==> config.mk <==
export PLATFORM = sky130hd
export DESIGN_NAME = trace_change_capture
export DESIGN_NICKNAME = d
export VERILOG_FILES = /design/src/rtl/trace_capture_pkg.sv /design/src/rtl/tcc_fifo.sv /design/src/rtl/trace_change_capture.sv
export SDC_FILE = /design/constraint.sdc
export NUM_CORES = 1
export LEC_CHECK = 0
export ABC_AREA = 1
export CAP_MARGIN = 10
export CORE_ASPECT_RATIO = 0.9
export CORE_MARGIN = 2
export CORE_UTILIZATION = 55
export DETAILED_ROUTE_END_ITERATION = 10
export GPL_TIMING_DRIVEN = 1
export PLACE_DENSITY = 0.85
export SLEW_MARGIN = 10
export SYNTH_ARGS = -nofsm -noshare
export SYNTH_HDL_FRONTEND = slang
export SYNTH_HIERARCHICAL = 1
export SYNTH_SLANG_ARGS = --single-unit
==> constraint.sdc <==
create_clock -name clk -period 5.4 [get_ports clk]
set_input_delay 1.62 -clock clk [delete_from_list [all_inputs] [get_ports clk]]
set_output_delay 1.62 -clock clk [all_outputs]
set_load 0.05 [all_outputs]
==> src/rtl/trace_capture_pkg.sv <==
// Shared types and constants for the trace change capture block.
//
// trace_evt_t is sized for the default configuration (32-bit timestamp,
// 20 probe bits). Instances built with a narrower timestamp zero-extend into
// the record and truncate on the way out, so one record type serves every
// configuration with TS_W <= TS_W_DEF and NUM_SIG <= 2**IDX_W_DEF.
package trace_capture_pkg;

    localparam int TS_W_DEF    = 32;
    localparam int NUM_SIG_DEF = 20;
    localparam int IDX_W_DEF   = $clog2(NUM_SIG_DEF);
    localparam int DROP_W      = 16;

    typedef struct packed {
        logic [TS_W_DEF-1:0]  ts;
        logic [IDX_W_DEF-1:0] idx;
        logic                 val;
    } trace_evt_t;

    typedef enum logic {
        IDLE = 1'b0,
        SCAN = 1'b1
    } fsm_state_t;

endpackage

==> src/rtl/tcc_fifo.sv <==
// Synchronous first-word-fall-through FIFO of trace_evt_t records.
//
// Ports:
//   clk        clock
//   rst        synchronous active-high reset (empties the FIFO)
//   push       write request; ignored while full
//   push_data  record to write
//   full       no free entry (computed from registered count, no bypass)
//   pop        read request; ignored while empty
//   head       record at the head, valid whenever empty is low
//   empty      no stored record
module tcc_fifo
    import trace_capture_pkg::*;
#(
    parameter int DEPTH = 8
) (
    input  logic       clk,
    input  logic       rst,
    input  logic       push,
    input  trace_evt_t push_data,
    output logic       full,
    input  logic       pop,
    output trace_evt_t head,
    output logic       empty
);

    localparam int AW = $clog2(DEPTH);

    trace_evt_t      mem_q [DEPTH];
    logic [AW-1:0]   wr_ptr_q;
    logic [AW-1:0]   rd_ptr_q;
    logic [AW:0]     count_q;
    logic            do_push;
    logic            do_pop;

    assign full    = (count_q == (AW+1)'(DEPTH));
    assign empty   = (count_q == '0);
    assign do_push = push && !full;
    assign do_pop  = pop && !empty;
    assign head    = mem_q[rd_ptr_q];

    always_ff @(posedge clk) begin
        if (rst) begin
            wr_ptr_q <= '0;
            rd_ptr_q <= '0;
            count_q  <= '0;
        end else begin
            if (do_push) begin
                wr_ptr_q <= wr_ptr_q + 1'b1;
            end
            if (do_pop) begin
                rd_ptr_q <= rd_ptr_q + 1'b1;
            end
            if (do_push && !do_pop) begin
                count_q <= count_q + 1'b1;
            end else if (do_pop && !do_push) begin
                count_q <= count_q - 1'b1;
            end
        end
    end

    // Storage carries no reset; occupancy is tracked by the pointers alone.
    always_ff @(posedge clk) begin
        if (do_push) begin
            mem_q[wr_ptr_q] <= push_data;
        end
    end

endmodule

==> src/rtl/trace_change_capture.sv <==
// Samples a probe vector every clock, detects bits that changed since the
// previous sample and serialises each change into a {ts, idx, val} record
// delivered through a FWFT FIFO. Changes that arrive while the scanner is
// still busy with an earlier sample are counted (once per cycle) as lost.
//
// Ports:
//   clk        clock
//   rst        synchronous active-high reset
//   en         capture enable (also gates the timestamp counter)
//   sig_i      probe vector
//   out_valid  head record present
//   out_ready  consumer accepts the head record
//   out_ts     timestamp of the head record
//   out_idx    bit index of the head record
//   out_val    new value of that bit
//   drop_cnt   saturating count of lossy cycles
//   busy       scanner active or FIFO not empty
module trace_change_capture
    import trace_capture_pkg::*;
#(
    parameter  int NUM_SIG    = 20,
    parameter  int TS_W       = 32,
    parameter  int FIFO_DEPTH = 8,
    localparam int IDX_W      = $clog2(NUM_SIG)
) (
    input  logic               clk,
    input  logic               rst,
    input  logic               en,
    input  logic [NUM_SIG-1:0] sig_i,
    output logic               out_valid,
    input  logic               out_ready,
    output logic [TS_W-1:0]    out_ts,
    output logic [IDX_W-1:0]   out_idx,
    output logic               out_val,
    output logic [DROP_W-1:0]  drop_cnt,
    output logic               busy
);

    fsm_state_t         state_q, state_d;
    logic [NUM_SIG-1:0] prev_q;
    logic [NUM_SIG-1:0] mask_q, mask_d;
    logic [NUM_SIG-1:0] vals_q, vals_d;
    logic [TS_W-1:0]    sts_q, sts_d;
    logic [TS_W-1:0]    ts_q;
    logic               primed_q;
    logic [DROP_W-1:0]  drop_q;

    logic [NUM_SIG-1:0] chg;
    logic [NUM_SIG-1:0] mask_rest;
    logic [IDX_W-1:0]   scan_idx;
    logic               drop_inc;
    logic               fifo_push;
    logic               fifo_pop;
    logic               fifo_full;
    logic               fifo_empty;
    trace_evt_t         push_evt;
    trace_evt_t         head_evt;
    logic               unused_head;

    // Lowest set bit; scanning downwards lets the last hit win.
    function automatic logic [IDX_W-1:0] lowest_set(input logic [NUM_SIG-1:0] v);
        lowest_set = '0;
        for (int i = NUM_SIG - 1; i >= 0; i--) begin
            if (v[i]) begin
                lowest_set = IDX_W'(i);
            end
        end
    endfunction

    // Before the first enabled edge prev holds no meaningful baseline, so
    // detection waits for primed.
    assign chg       = (sig_i ^ prev_q) & {NUM_SIG{en && primed_q}};
    assign scan_idx  = lowest_set(mask_q);
    // Clearing the lowest set bit of the mask.
    assign mask_rest = mask_q & (mask_q - 1'b1);

    always_comb begin
        state_d   = state_q;
        mask_d    = mask_q;
        vals_d    = vals_q;
        sts_d     = sts_q;
        fifo_push = 1'b0;
        drop_inc  = 1'b0;

        case (state_q)
            IDLE: begin
                if (chg != '0) begin
                    mask_d  = chg;
                    vals_d  = sig_i;
                    sts_d   = ts_q;
                    state_d = SCAN;
                end
            end
            SCAN: begin
                if (!fifo_full) begin
                    fifo_push = 1'b1;
                    mask_d    = mask_rest;
                    if (mask_rest == '0) begin
                        // Final push frees the latch, so a fresh change is
                        // taken back-to-back without loss.
                        if (chg != '0) begin
                            mask_d = chg;
                            vals_d = sig_i;
                            sts_d  = ts_q;
                        end else begin
                            state_d = IDLE;
                        end
                    end else if (chg != '0) begin
                        drop_inc = 1'b1;
                    end
                end else if (chg != '0) begin
                    drop_inc = 1'b1;
                end
            end
            default: begin
                state_d = IDLE;
            end
        endcase
    end

    always_comb begin
        push_evt                 = '0;
        push_evt.ts[TS_W-1:0]    = sts_q;
        push_evt.idx[IDX_W-1:0]  = scan_idx;
        push_evt.val             = vals_q[scan_idx];
    end

    always_ff @(posedge clk) begin
        if (rst) begin
            state_q  <= IDLE;
            mask_q   <= '0;
            ts_q     <= '0;
            primed_q <= 1'b0;
            drop_q   <= '0;
        end else begin
            state_q <= state_d;
            mask_q  <= mask_d;
            if (en) begin
                ts_q     <= ts_q + 1'b1;
                primed_q <= 1'b1;
            end
            if (drop_inc && (drop_q != '1)) begin
                drop_q <= drop_q + 1'b1;
            end
        end
    end

    // Sample data; meaningless until primed / latched, so no reset needed.
    always_ff @(posedge clk) begin
        prev_q <= sig_i;
        vals_q <= vals_d;
        sts_q  <= sts_d;
    end

    tcc_fifo #(
        .DEPTH(FIFO_DEPTH)
    ) u_fifo (
        .clk      (clk),
        .rst      (rst),
        .push     (fifo_push),
        .push_data(push_evt),
        .full     (fifo_full),
        .pop      (fifo_pop),
        .head     (head_evt),
        .empty    (fifo_empty)
    );

    // Outputs are forced to zero while rst is asserted and whenever the
    // FIFO is empty, so stale storage never reaches the port.
    assign out_valid   = !fifo_empty && !rst;
    assign fifo_pop    = out_valid && out_ready;
    assign out_ts      = out_valid ? head_evt.ts[TS_W-1:0] : '0;
    assign out_idx     = out_valid ? head_evt.idx[IDX_W-1:0] : '0;
    assign out_val     = out_valid && head_evt.val;
    assign drop_cnt    = rst ? '0 : drop_q;
    assign busy        = !rst && ((state_q != IDLE) || !fifo_empty);
    assign unused_head = ^head_evt;

endmodule

==> impl_metrics.py, run 1 <==
metrics = {
    "critical_path": {
        "worstSetupPathType": "input port to primary output",
        "cp_top_family": "buffers and inverters",
        "critPathMaxFanout": 39,
        "arrival_ns": 3.04,
        "path_buf_inv": 4,
        "crit_chain": "buf_2, nor2_1, inv_1, buf_4, nor2_1, buf_4",
        "start_kind": "input port",
        "cpPeakStageDelay_ns": 0.45,
        "endpoint_kind": "primary output",
        "worst_path_max_delay_cell": "buf_2",
        "cp.required_ns": 3.78,
    },
    "timing": {
        "min_period_ns": 4.66,
        "setup_tns_ns": 0,
        "hold_viol": 0,
        "slew_viol_final": 0,
        "worst_slew_pin_slew_ns": 1.13,
        "grt_setup_unrepaired": "no",
        "setup_slack_ns": 0.744,
        "holdWs_ns": 0.442,
        "max_slew_margin_pct": 24.8,
        "setup_viol": 0,
        "fin_skew_ns": 0.0269,
        "fin_crit_sh_pct": 86.2,
        "fmax_mhz": 215,
    },
    "die": {
        "num_rows": 65,
        "dieWidth_um": 204,
        "die_h_um": 184,
        "initial_core_util_pct": 56.0,
        "fp.dieArea_sq_um": 37400,
        "core-area_sq_um": 35200,
        "io_pins": 80,
    },
    "detailed_routing": {
        "wl_per_cell_um": 17.7,
        "drc_errors": 0,
        "antenna_left": 0,
        "vias": 14300,
        "via_per_inst": 5.60,
        "drtIter0Drc": 1396,
        "drt_pass1_iterations": 6,
        "totalWireLength_um": 45200,
    },
    "placement": {
        "dpl_cell_area_sq_um": 20800,
        "portBuffers": 79,
        "dp_hpwl_um": 26000,
        "post-place-ws_ns": 0.716,
        "gp_congestion": 0.888,
    },
    "grt": {
        "grt_pass1_vias": 13900,
        "overflow": 0,
        "grt_max_degree": 153,
        "antenna_found_initial": 0,
        "grt_first_pass_wirelength_um": 71100,
        "grtUsageTotal_pct": 24.1,
    },
    "pwr": {
        "ir_drop_mv": 0.281,
        "power_density_nw_per_um2": 566,
        "p_switching_mw": 4.73,
        "sw_frac_of_total_pct": 37.6,
        "comb_power_share_pct": 33.0,
        "pwr-share-seq_pct": 42.5,
        "clkPwrFrac_pct": 24.6,
        "p_int_mw": 7.86,
        "power.static_leakage_nw": 8.60,
    },
    "synth": {
        "yosys-top-cells-area": "edfxtp_1 54%, dfxtp_1 10%, nor2_1 8.6%",
        "ys_seq_elements": 459,
        "ys_warn_count": 6,
        "synthCells": 1983,
        "synth_top_cell_by_area": "edfxtp_1",
        "synth_fp_nets": 2015,
        "netlist_area_sq_um": 19700,
        "yosysTopAreaCellShare_pct": 54.2,
        "ys_seq_area_share_pct": 64.7,
        "avgSynthCellArea_sq_um": 9.95,
        "synth.distinct_cells": 51,
    },
    "clocking": {
        "postCtsSetupBuffers": 0,
        "cts_tree": "yes",
        "htree_levels": 2,
        "numCtsBuffers": 44,
        "cts-root-buf": "clkbuf_16",
        "post_cts_resized": 0,
        "cts_sinks": 459,
        "clock_latency_ns": 0.57,
        "cts_hold_buf": 0,
        "clk_pin_slew_ns": 0.06,
        "cts.path.max_buffers": 3,
    },
    "layout": {
        "nets": 2080,
        "area_growth_pct": 12.8,
        "num-fill-cells": 2603,
        "drive_gt1_share_pct": 9.61,
        "design_area_sq_um": 22200,
        "regArea_sq_um": 12800,
        "diodes": 0,
        "multiInputGateArea_sq_um": 5850,
    },
    "status": {
        "outcome": "finished clean",
    },
    "worst_hold_path": {
        "worstHoldPathType": "register to register",
    },
    "run": {
        "cap_violations": 0,
    },
}
-- per-stage QoR --
step / cells / total power [mW] / utilization [%]
2_1_floorplan: 1983 / 8.38 / -
3_3_place_gp: 2471 / 9.32 / 59.0
3_5_place_dp: 2471 / 9.49 / 59.0
4_1_cts: 2550 / 12.6 / 63.2
5_1_grt: 2550 / 13.3 / 63.2
6_report: 2550 / 12.6 / 63.2
-- power groups by stage --
stage | combinational, mW | clock, mW | sequential, mW
floorplan | 3.12 | 0 | 5.26
global placement | 3.97 | 0 | 5.36
detailed placement | 4.08 | 0 | 5.41
CTS | 4.12 | 3.13 | 5.34
global route | 4.60 | 3.27 | 5.42
finish | 4.15 | 3.10 | 5.35
-- flip-flops by register name (all words and copies together) (netlist names), named ones only --
name and count:
state_q 1, sts_q 32, ts_q 32, primed_q 1, mask_q 20, u_fifo/rd_ptr_q 3, vals_q 20, drop_q 16
u_fifo/mem_q 304, u_fifo/count_q 4, u_fifo/wr_ptr_q 3, prev_q 20
-- path summary, 6_finish.rpt --
| check | from | to | slack, ns | cells past startpoint |
|---|---|---|---|---|
| worst min-delay path | ts_q[31] | sts_q[31] | 0.44 | 0 |
| worst max-delay path | rst | out_ts[6] | 0.74 | 6 |
| worst min register to register | ts_q[31] | sts_q[31] | 0.44 | 0 |
| worst max register to register | mask_q[16] | u_fifo/mem_q[7][0] | 2.10 | 13 |
-- logic make-up after synthesis --
family                   share of synthesized area [%]
XOR/XNOR                                         0.666
buffers and inverters                             6.02
flip-flops                                        64.7
AND/OR/NAND/NOR                                   18.9
AO/OA/AOI/OAI                                     9.22
adder cells (fa/ha/maj)                          0.546
-- placed cells by master, fill, tap and decap left out, types with 19 or more instances in the layout --
cell type	n
nor2_1	441
edfxtp_1	356
nand2_1	328
inv_1	168
o21ai_1	124
dfxtp_1	101
o21ai_0	90
a21oi_1	68
buf_4	59
clkbuf_16	45
clkdlybuf4s50_1	40
nand3_1	37
nor3_1	19
-- worst reg2reg max path, delay by kind of cell (launching register included) --
kind                   cells  cell delay [ns]
flip-flops                 1             0.34
buffers and inverters      1             0.08
AND/OR/NAND/NOR            7             1.12
AO/OA/AOI/OAI              5             1.45
-- routing by layer --
| layer | track usage, % | vias to the layer above | wire length, um |
|---|---|---|---|
| met5 | 0 | - | 0 |
| li1 | - | 6759 | - |
| met4 | 9.58 | 0 | 1450 |
| met2 | 41.6 | 725 | 22000 |
| met3 | 3.49 | 133 | 3790 |
| met1 | 30.9 | 6673 | 18000 |
-- cell usage after synthesis, drive strengths merged --
cell,count
o21a,11
inv,182
nor2,458
o21ba,1
o21ai,216
a211oi,4
nor3,22
ha,7
fa,1
clkbuf,29
nand2,348
o22ai,4
o221a,1
clkinv,2
or2,1
buf,54
nor4,16
o211ai,10
a21oi,78
and3,1
nand3b,7
nand3,37
o31ai,1
dfxtp,103
a31oi,6
o221ai,2
xnor2,1
or3,1
or4,1
xor2,14
nand4,8
edfxtp,356
-- cell type report --
type	instances	share of cell area, %
flip-flops and latches	459	57.4
multi-input cells	1257	26.3
clock buffers	55	5.32
repair buffers	102	3.99
inverters	184	3.15
well taps	469	2.64
clock inverters	24	1.25
No activity file was read; power rests on OpenSTA's default activity.
==> run 2, diff against run 1 <==
--- a/config.mk
+++ b/config.mk
@@ -5,14 +5,13 @@
 export SDC_FILE = /design/constraint.sdc
 export NUM_CORES = 1
 export LEC_CHECK = 0
-export ABC_AREA = 1
 export CAP_MARGIN = 10
 export CORE_ASPECT_RATIO = 0.9
 export CORE_MARGIN = 2
-export CORE_UTILIZATION = 55
+export CORE_UTILIZATION = 54
 export DETAILED_ROUTE_END_ITERATION = 10
 export GPL_TIMING_DRIVEN = 1
-export PLACE_DENSITY = 0.85
+export PLACE_DENSITY = 0.84
 export SLEW_MARGIN = 10
 export SYNTH_ARGS = -nofsm -noshare
 export SYNTH_HDL_FRONTEND = slang
==> run 2 against run 1 <==
  * Power fell by 38%
  * Die area fell by 3.8%
  * Setup slack got worse by 0.045 ns
  * Fmax fell by 0.96%
  * Clock-buffer cell count rose by 9
  * Register-to-register slack got worse by 0.26 ns
  * Clock power fell by 1%
  * Sequential power fell by 27%
  * Synthesized area fell by 5.6%
  * Flip-flop and latch count did not move
  * Cell count fell by 32%
  * Critical path type unchanged
==> impl_metrics.py, run 2 <==
metrics = {
    "layout": {
        "largest_reg_flops": 304,
        "drive_gt1_share_pct": 23.3,
        "design_area_sq_um": 21800,
        "regMostFlops": "u_fifo/mem_q",
        "area_growth_pct": 17.1,
        "num-fill-cells": 2313,
        "regArea_sq_um": 12800,
        "multiInputGateArea_sq_um": 5570,
        "mostFrequentLayoutCells": "356 x edfxtp_1, 100 x dfxtp_1, 93 x nor2_1",
        "diodes": 0,
        "largest_registers": "u_fifo/mem_q x304, sts_q x32, ts_q x32",
        "nets": 1270,
        "layout_commonest_cell": "edfxtp_1",
    },
    "clocking": {
        "cts_sinks": 459,
        "cts_hold_buf": 0,
        "numCtsBuffers": 44,
        "cts.path.max_buffers": 3,
        "clock_latency_ns": 0.55,
        "cts-root-buf": "clkbuf_16",
        "post_cts_resized": 0,
        "cts_tree": "yes",
        "postCtsSetupBuffers": 0,
        "clk_pin_slew_ns": 0.06,
        "htree_levels": 2,
    },
    "critical_path": {
        "cpPeakStageDelay_ns": 0.45,
        "startpoint": "rst",
        "reg2reg_from": "mask_q[0]",
        "arrival_ns": 3.08,
        "crit_path_frequent_cell": "buf_12",
        "endpoint_kind": "primary output",
        "worst_path_max_delay_cell": "buf_2",
        "critPathMaxFanout": 38,
        "worstSetupPathType": "input port to primary output",
        "cp.required_ns": 3.78,
        "start_kind": "input port",
        "crit_chain": "buf_2, buf_4, nor2_2, buf_12, and2_1, buf_12",
    },
    "worst_hold_path": {
        "worstHoldPathType": "register to register",
        "min_from": "primed_q",
    },
    "run": {
        "cap_violations": 0,
    },
    "placement": {
        "post-place-ws_ns": 0.683,
        "dpl_cell_area_sq_um": 20300,
        "portBuffers": 79,
        "gp_congestion": 0.904,
        "dp_hpwl_um": 22600,
    },
    "synth": {
        "ys_warn_count": 6,
        "synthArstFlopShare_pct": 0,
        "yosysMostFrequentCell": "edfxtp_1",
        "netlist_area_sq_um": 18600,
        "synthTopCellsByCount": "356 x edfxtp_1, 103 x dfxtp_1, 97 x nor2_1",
        "ys_seq_area_share_pct": 68.5,
        "synth_fp_nets": 1181,
        "ys.flop_type": "edfxtp_1",
        "synth_top_cell_by_area": "edfxtp_1",
        "yosysTopAreaCellShare_pct": 57.4,
        "yosys-top-cells-area": "edfxtp_1 57%, dfxtp_1 11%, mux4_2 9.2%",
        "synth_edf_count": 356,
        "avgSynthCellArea_sq_um": 16.2,
        "synth.distinct_cells": 73,
        "synthCells": 1149,
        "ys_seq_elements": 459,
    },
    "timing": {
        "setup_viol": 0,
        "fin_crit_sh_pct": 87.1,
        "min_period_ns": 4.70,
        "max_slew_margin_pct": 23.3,
        "setup_slack_ns": 0.699,
        "grt_setup_unrepaired": "no",
        "setup_tns_ns": 0,
        "fmax_mhz": 213,
        "slew_viol_final": 0,
        "fin_skew_ns": 0.0237,
        "hold_viol": 0,
        "worst_slew_pin_slew_ns": 1.15,
    },
    "die": {
        "fp.dieArea_sq_um": 36000,
        "core-area_sq_um": 34000,
        "io_pins": 80,
        "num_rows": 64,
        "initial_core_util_pct": 54.8,
        "dieWidth_um": 200,
        "die_h_um": 180,
    },
    "detailed_routing": {
        "totalWireLength_um": 38600,
        "via_per_inst": 6.00,
        "drtIter0Drc": 941,
        "antenna_left": 0,
        "wl_per_cell_um": 22.2,
        "vias": 10400,
        "drc_errors": 0,
        "drt_pass1_iterations": 5,
    },
    "grt": {
        "grt_first_pass_wirelength_um": 60600,
        "grt_pass1_vias": 10500,
        "grtUsageTotal_pct": 22.2,
        "antenna_found_initial": 1,
        "overflow": 0,
        "grt_max_degree": 77,
    },
    "status": {
        "outcome": "finished clean",
    },
    "pwr": {
        "power_density_nw_per_um2": 360,
        "power.static_leakage_nw": 7.24,
        "ir_drop_mv": 0.257,
    },
}
==> run 2: cell count changes in the layout (fill, tap and decap cells not counted), moves of 54 or more <==
cell / delta
inv_1: -150
a21oi_1: -54
nand2_1: -284
o21ai_1: -124
nor2_1: -348
o21ai_0: -79
mux4_2: +76
==> run 2: area by class of cell <==
class | instances | area share [%]
Multi-Input combinational cell | 616 | 25.5
Clock buffer | 64 | 5.76
Tap cell | 462 | 2.65
Sequential cell | 459 | 58.6
Timing Repair Buffer | 97 | 6.19
Inverter | 20 | 0.344
Clock inverter | 18 | 0.953
==> run 2: worst max-delay path, delay by kind of cell <==
| family | cells | cell delay [ns] |
|---|---|---|
| buffers and inverters | 4 | 1.13 |
| AND/OR/NAND/NOR | 2 | 0.30 |
==> run 2: where the power goes <==
group          switching [mW]  internal (mW)  total [mW]
combinational           0.494          0.371       0.864
sequential             0.0563           3.87        3.92
clock                    1.28           1.78        3.06
==> run 2: kinds of logic after synthesis <==
logic type                 share of synthesized area (%)
AOI/OAI and AO/OA                                   4.20
adders and majority gates                          0.686
and+or+nand+nor                                     9.16
xor gates and xnor gates                            2.54
muxes                                               12.9
buffers and inverters                               1.94
DFF                                                 68.5
==> run 2: path summary, 6_finish.rpt <==
kind	end	slack [ns]	cells past startpoint
worst max-delay path	out_ts[9]	0.70	6
worst min-delay path	primed_q	0.47	2
worst max register to register	sts_q[0]	1.84	8
worst min register to register	primed_q	0.47	2
==> run 2: layer usage <==
layer / up-vias / routed length (um) / GRT usage (%) / part of all wire [%]
met2: 436 / 19200 / 36.4 / 50
met5: - / 10 / 0 / 0.026
met3: 88 / 2620 / 3.22 / 6.8
met4: 2 / 1150 / 7.38 / 3.0
met1: 5254 / 15600 / 30.7 / 40
li1: 4632 / - / - / -
==> run 2: stage by stage <==
| step | util (%) | hold WS (ns) | total power, mW | std cells |
|---|---|---|---|---|
| floorplan | - | 0.428 | 4.51 | 1149 |
| global placement | 59.9 | 0.441 | 4.84 | 1654 |
| detailed placement | 59.9 | 0.448 | 4.86 | 1654 |
| CTS | 64.2 | 0.463 | 7.91 | 1736 |
| global route | 64.2 | 0.482 | 8.10 | 1736 |
| finish | 64.2 | 0.473 | 7.84 | 1736 |
==> RTL change 1, RTL diff (flow settings as in run 1) <==
One comparison of `count_q` changes from == to >=.
--- a/src/rtl/tcc_fifo.sv
+++ b/src/rtl/tcc_fifo.sv
@@ -34,5 +34,5 @@
     logic            do_pop;
 
-    assign full    = (count_q == (AW+1)'(DEPTH));
+    assign full    = (count_q >= (AW+1)'(DEPTH));
     assign empty   = (count_q == '0);
     assign do_push = push && !full;
Behaviour: same outputs for any inputs over 4 cycles, from zero or initial values and one cycle with rst high; that may be too few to reach the edited logic, so the function may still have changed.
==> RTL change 1 against run 1 <==
Sequential cell count unchanged. Cell area hardly changed. Global-route usage about the same. Area after synthesis is essentially flat. Final cell count hardly changed. Worst setup slack better by 0.020 ns. Total power fell by 4.0%. Core utilization is essentially flat. Routed wire length shrank 0.64%. Die area about the same. Clock power increased by 3%. Largest cell class unchanged.
==> RTL change 1: results (changes against run 1) <==
- Number of cells on the worst reg-to-reg path: 12 (-1)
- Synthesized-area fraction occupied by adder cells: 0.00546 (about the same)
- Wire length per cell: 17.6 µm (-0.60%)
- Leakage power figure: 8.58 nW (-0.24%)
- Wire length of the first global-routing pass: 70,900 µm (-0.34%)
- Post-placement setup slack: 0.723 ns (+0.00734 ns)
- Post-CTS Setup Repair Bufs: 0 (unchanged)
- Worst ir drop on vdd: 0.000395 V (+41%)
- Number of enable-type register cells in the synthesized netlist: 356 (unchanged)
- Total CTS buffers: 45 (+2.3%)
- Number of nets in the layout: 2,075 (-0.24%)
- Mux contribution to synthesized area: 0 (unchanged)
- Root buffer selected by CTS: sky130_fd_sc_hd__clkbuf_16
- Worst setup slack for register-to-register paths: 2.06 ns (-0.04 ns)
- Clock Latency Late Sink: 0.57 ns (about the same)
- HPWL after detailed placement: 25,900 µm (-0.33%)
- Critical path class: register to output pin
- FFs w/ async S/R, synth: 0 (unchanged)
- WP data arrival: 3.02 ns (-0.02 ns)
- Post-synthesis net count: 2,010 (-0.25%)
- Post-Route Skew: 0.0209 ns (-0.00599 ns)
- Final cycle utilization of the critical path: 0.858 (-0.00377)
- Warnings, synthesis: 6 (unchanged)
- Antenna violations before repair: 0 (unchanged)
- Crit path largest cell delay: 0.56 ns (+0.11 ns)
- Clock tree buffer depth: 3 (unchanged)
- Number of iterations in the first detailed-routing pass: 5 (-1)
- Slew Limit Headroom: 0.180 (-0.0678)
- Dominant cells by area after synthesis: sky130_fd_sc_hd__edfxtp_1 (54%), sky130_fd_sc_hd__dfxtp_1 (10%), sky130_fd_sc_hd__nor2_1 (8.5%)
- Met3 wire length: 3460 µm (-8.8%)
- CP Capture Point: out_ts[2]
- Hold Path Class: register to register
- Overall Global Routing Usage: 0.241 (about the same)
- Pin count of the biggest net entering global routing: 77 (-50%)
- Total of cells resized after clock tree synthesis: 0 (unchanged)
- Number of diodes: 0 (unchanged)
- Run status: finished, final reports clean
- Routability congestion estimate from global placement: 0.885 (-0.35%)
- Metal-1 WL: 17,900 µm (about the same)
- Maximum net fanout on the critical path: 40 (+2.6%)
- Vias/cell: 5.56 (-0.78%)
- Crit-path slowest cell: sky130_fd_sc_hd__buf_4
- Fraction of layout cells with a size suffix above 1: 0.102 (+0.00582)
- Number of global-route vias before repair: 14,153 (+2.2%)
- Count of input and output buffers: 79 (unchanged)
- Number of DRC markers in iteration 0: 1,331 (-4.7%)
- Power spent charging and discharging nets: 0.00443 W (-6.3%)
- Worst path top cell family by delay: buffers and inverters
- Share of the yosys chip area belonging to registers: 0.647 (about the same)
- Parity-gate share of the synthesized area counting xor and xnor cells: 0.00622 (-0.000441)
- Area of placed instances: 20,700 µm² (-0.17%)
- Top cells by count, synth: sky130_fd_sc_hd__nor2_1 (445), sky130_fd_sc_hd__edfxtp_1 (356), sky130_fd_sc_hd__nand2_1 (328), sky130_fd_sc_hd__inv_1 (165), sky130_fd_sc_hd__o21ai_1 (124)
- Synthesized-area fraction occupied by ao, oa, aoi and oai cells: 0.0930 (+0.000803)
- Met2 wire len: 22,100 µm (+0.63%)
[RTL change 1: area by class of cell]
cell class / instances / area, µm²
clock inverters: 30 / 310
well taps: 469 / 587
multi-input cells: 1254 / 5840
fillers: 2601 / 13000
clock buffers: 54 / 1200
flip-flops and latches: 459 / 12800
repair buffers: 102 / 876
inverters: 181 / 689
[RTL change 1: per-stage QoR]
step / std cells / total power, W
final: 2549 / 0.0121
after global routing: 2549 / 0.0127
after floorplan: 1978 / 0.00794
after CTS: 2549 / 0.0121
after global placement: 2465 / 0.00875
after detailed placement: 2465 / 0.00891
[RTL change 1: cells by family after synthesis]
family | Yosys count
buffers and inverters | 265
DFF | 459
and+or+nand+nor | 895
adders and majority gates | 8
xor gates and xnor gates | 14
AOI/OAI and AO/OA | 337
[RTL change 1: how the worst min path moves through the flow]
stage	cells past startpoint	end	slack, ns	from
finish	0	sts_q[31]	0.44	ts_q[31]
global route	0	sts_q[31]	0.46	ts_q[31]
CTS	0	sts_q[31]	0.44	ts_q[31]
detailed placement	0	sts_q[31]	0.42	ts_q[31]
global placement	0	sts_q[31]	0.41	ts_q[31]
floorplan	0	sts_q[31]	0.41	ts_q[31]
[RTL change 1: routing by layer]
layer	GRT usage	up-vias
met5	0	-
met4	0.105	0
met3	0.0347	102
met2	0.418	600
met1	0.303	6741
li1	-	6730
[RTL change 1: power groups by stage]
stage          logic, W  registers (W)  clock network (W)
3_5_place_dp    0.00360        0.00531                  0
6_report        0.00367        0.00524            0.00318
5_1_grt         0.00406        0.00531            0.00334
3_3_place_gp    0.00349        0.00526                  0
4_1_cts         0.00364        0.00524            0.00321
2_1_floorplan   0.00276        0.00518                  0
==> RTL change 2, RTL diff (flow settings as in run 1) <==
Without the edit above. Change the parameter `FIFO_DEPTH` from 8 to 4.
--- a/src/rtl/trace_change_capture.sv
+++ b/src/rtl/trace_change_capture.sv
@@ -21,5 +21,5 @@
     parameter  int NUM_SIG    = 20,
     parameter  int TS_W       = 32,
-    parameter  int FIFO_DEPTH = 8,
+    parameter  int FIFO_DEPTH = 4,
     localparam int IDX_W      = $clog2(NUM_SIG)
 ) (
Behaviour: same outputs for any inputs over 4 cycles, from zero or initial values and one cycle with rst high; that may be too few to reach the edited logic, so the function may still have changed.
==> RTL change 2 against run 1 <==
Worst setup slack worse by 0.057 ns. Total power is 30% lower. Cell area down 33%. Critical path type unchanged. Count of clock-buffer cells in the layout is 17 lower. Routed wire length is 38% lower. Area after synthesis is 34% lower. Sequential cell count decreased by 156. Final cell count fell by 33%. Non-clock buffer count fell by 9. Clock skew shrank 0.0076 ns.
==> RTL change 2: results (changes against run 1) <==
- Post-Route Skew: 0.0193 ns (-0.00755 ns)
- Number of global-route vias before repair: 9,191 (-34%)
- Sequential share of cell area: 0.540 (-0.0333)
- Run status: finished, final reports clean
- Power spent charging and discharging nets: 0.00333 W (-30%)
- Combinational logic power: 0.00306 W (-26%)
- Crit path largest cell delay: 0.82 ns (+0.37 ns)
- Overall Global Routing Usage: 0.223 (-0.0181)
- Number of nets in the layout: 1,420 (-32%)
- CP Capture Point: drop_cnt[7]
- Number of cells on the worst reg-to-reg path: 15 (+2)
- Top cells by count, synth: sky130_fd_sc_hd__nor2_1 (216), sky130_fd_sc_hd__edfxtp_1 (204), sky130_fd_sc_hd__inv_1 (166), sky130_fd_sc_hd__nand2_1 (132), sky130_fd_sc_hd__o21ai_0 (106)
- WP data arrival: 3.09 ns (+0.05 ns)
- Number of levels in the clock H-tree: 1 (-1)
- Post-placement setup slack: 0.704 ns (-0.0119 ns)
- Post-synthesis net count: 1,344 (-33%)
- Worst setup slack for register-to-register paths: 2.35 ns (+0.25 ns)
- HPWL after detailed placement: 17,100 µm (-34%)
- Count of plain and timing-repair buffers in the layout: 93 (-8.8%)
- Number of iterations in the first detailed-routing pass: 7 (+1)
- Share of the yosys chip area belonging to registers: 0.620 (-0.0264)
- Max Clock Freq: 212 MHz (-1.2%)
- Max FFs per register: 152 (-50%)
- Pin count of the biggest net entering global routing: 77 (-50%)
- Layout non-clock buf frac: 0.0539 (+0.0139)
- Crit-path slowest cell: sky130_fd_sc_hd__clkdlybuf4s50_1
- Wire length of the first global-routing pass: 45,500 µm (-36%)
- Count of inverters other than clock inverters in the layout: 182 (-1.1%)
-- RTL change 2: changes by cell type in the layout (fill, tap and decap cells not counted), sizes merged, moves of 17 or more --
cell | run 1 | this run
nand2 | 348 | 152
edfxtp | 356 | 204
nor2 | 458 | 224
o22ai | 4 | 42
clkbuf | 55 | 38
o21ai | 216 | 136
-- RTL change 2: cells by family (layout without fill, tap and decap cells) --
group | count (synthesis) | count (layout) | share of synthesized area
compound gates | 290 | 290 | 0.126
buf+inv | 231 | 331 | 0.0766
fa+ha+maj | 8 | 8 | 0.00823
simple gates | 467 | 467 | 0.160
flops | 303 | 303 | 0.620
xor+xnor | 13 | 13 | 0.00871
-- RTL change 2: worst min path at each step --
stage / cells after the start / startpoint / endpoint
after global placement: 0 / ts_q[20] / sts_q[20]
after floorplan: 0 / ts_q[31] / sts_q[31]
after global routing: 0 / ts_q[20] / sts_q[20]
final: 0 / ts_q[20] / sts_q[20]
after CTS: 0 / ts_q[20] / sts_q[20]
after detailed placement: 0 / ts_q[20] / sts_q[20]
-- RTL change 2: stage by stage --
stage	util	area (µm²)	power (W)	cells	hold WS [ns]
global route	0.643	15000	0.00928	1714	0.472
global placement	0.599	14000	0.00658	1658	0.442
floorplan	-	13100	0.00591	1312	0.408
CTS	0.643	15000	0.00880	1714	0.456
finish	0.643	15000	0.00879	1714	0.460
detailed placement	0.599	14000	0.00668	1658	0.441
-- RTL change 2: routing by layer --
metal  GRT usage  routed length (µm)  vias up
met5           0                   0        -
met4      0.0754                 726        0
met3      0.0363                1970       61
met2       0.391               13700      399
met1       0.286               11700     4415
li1            -                   -     4604
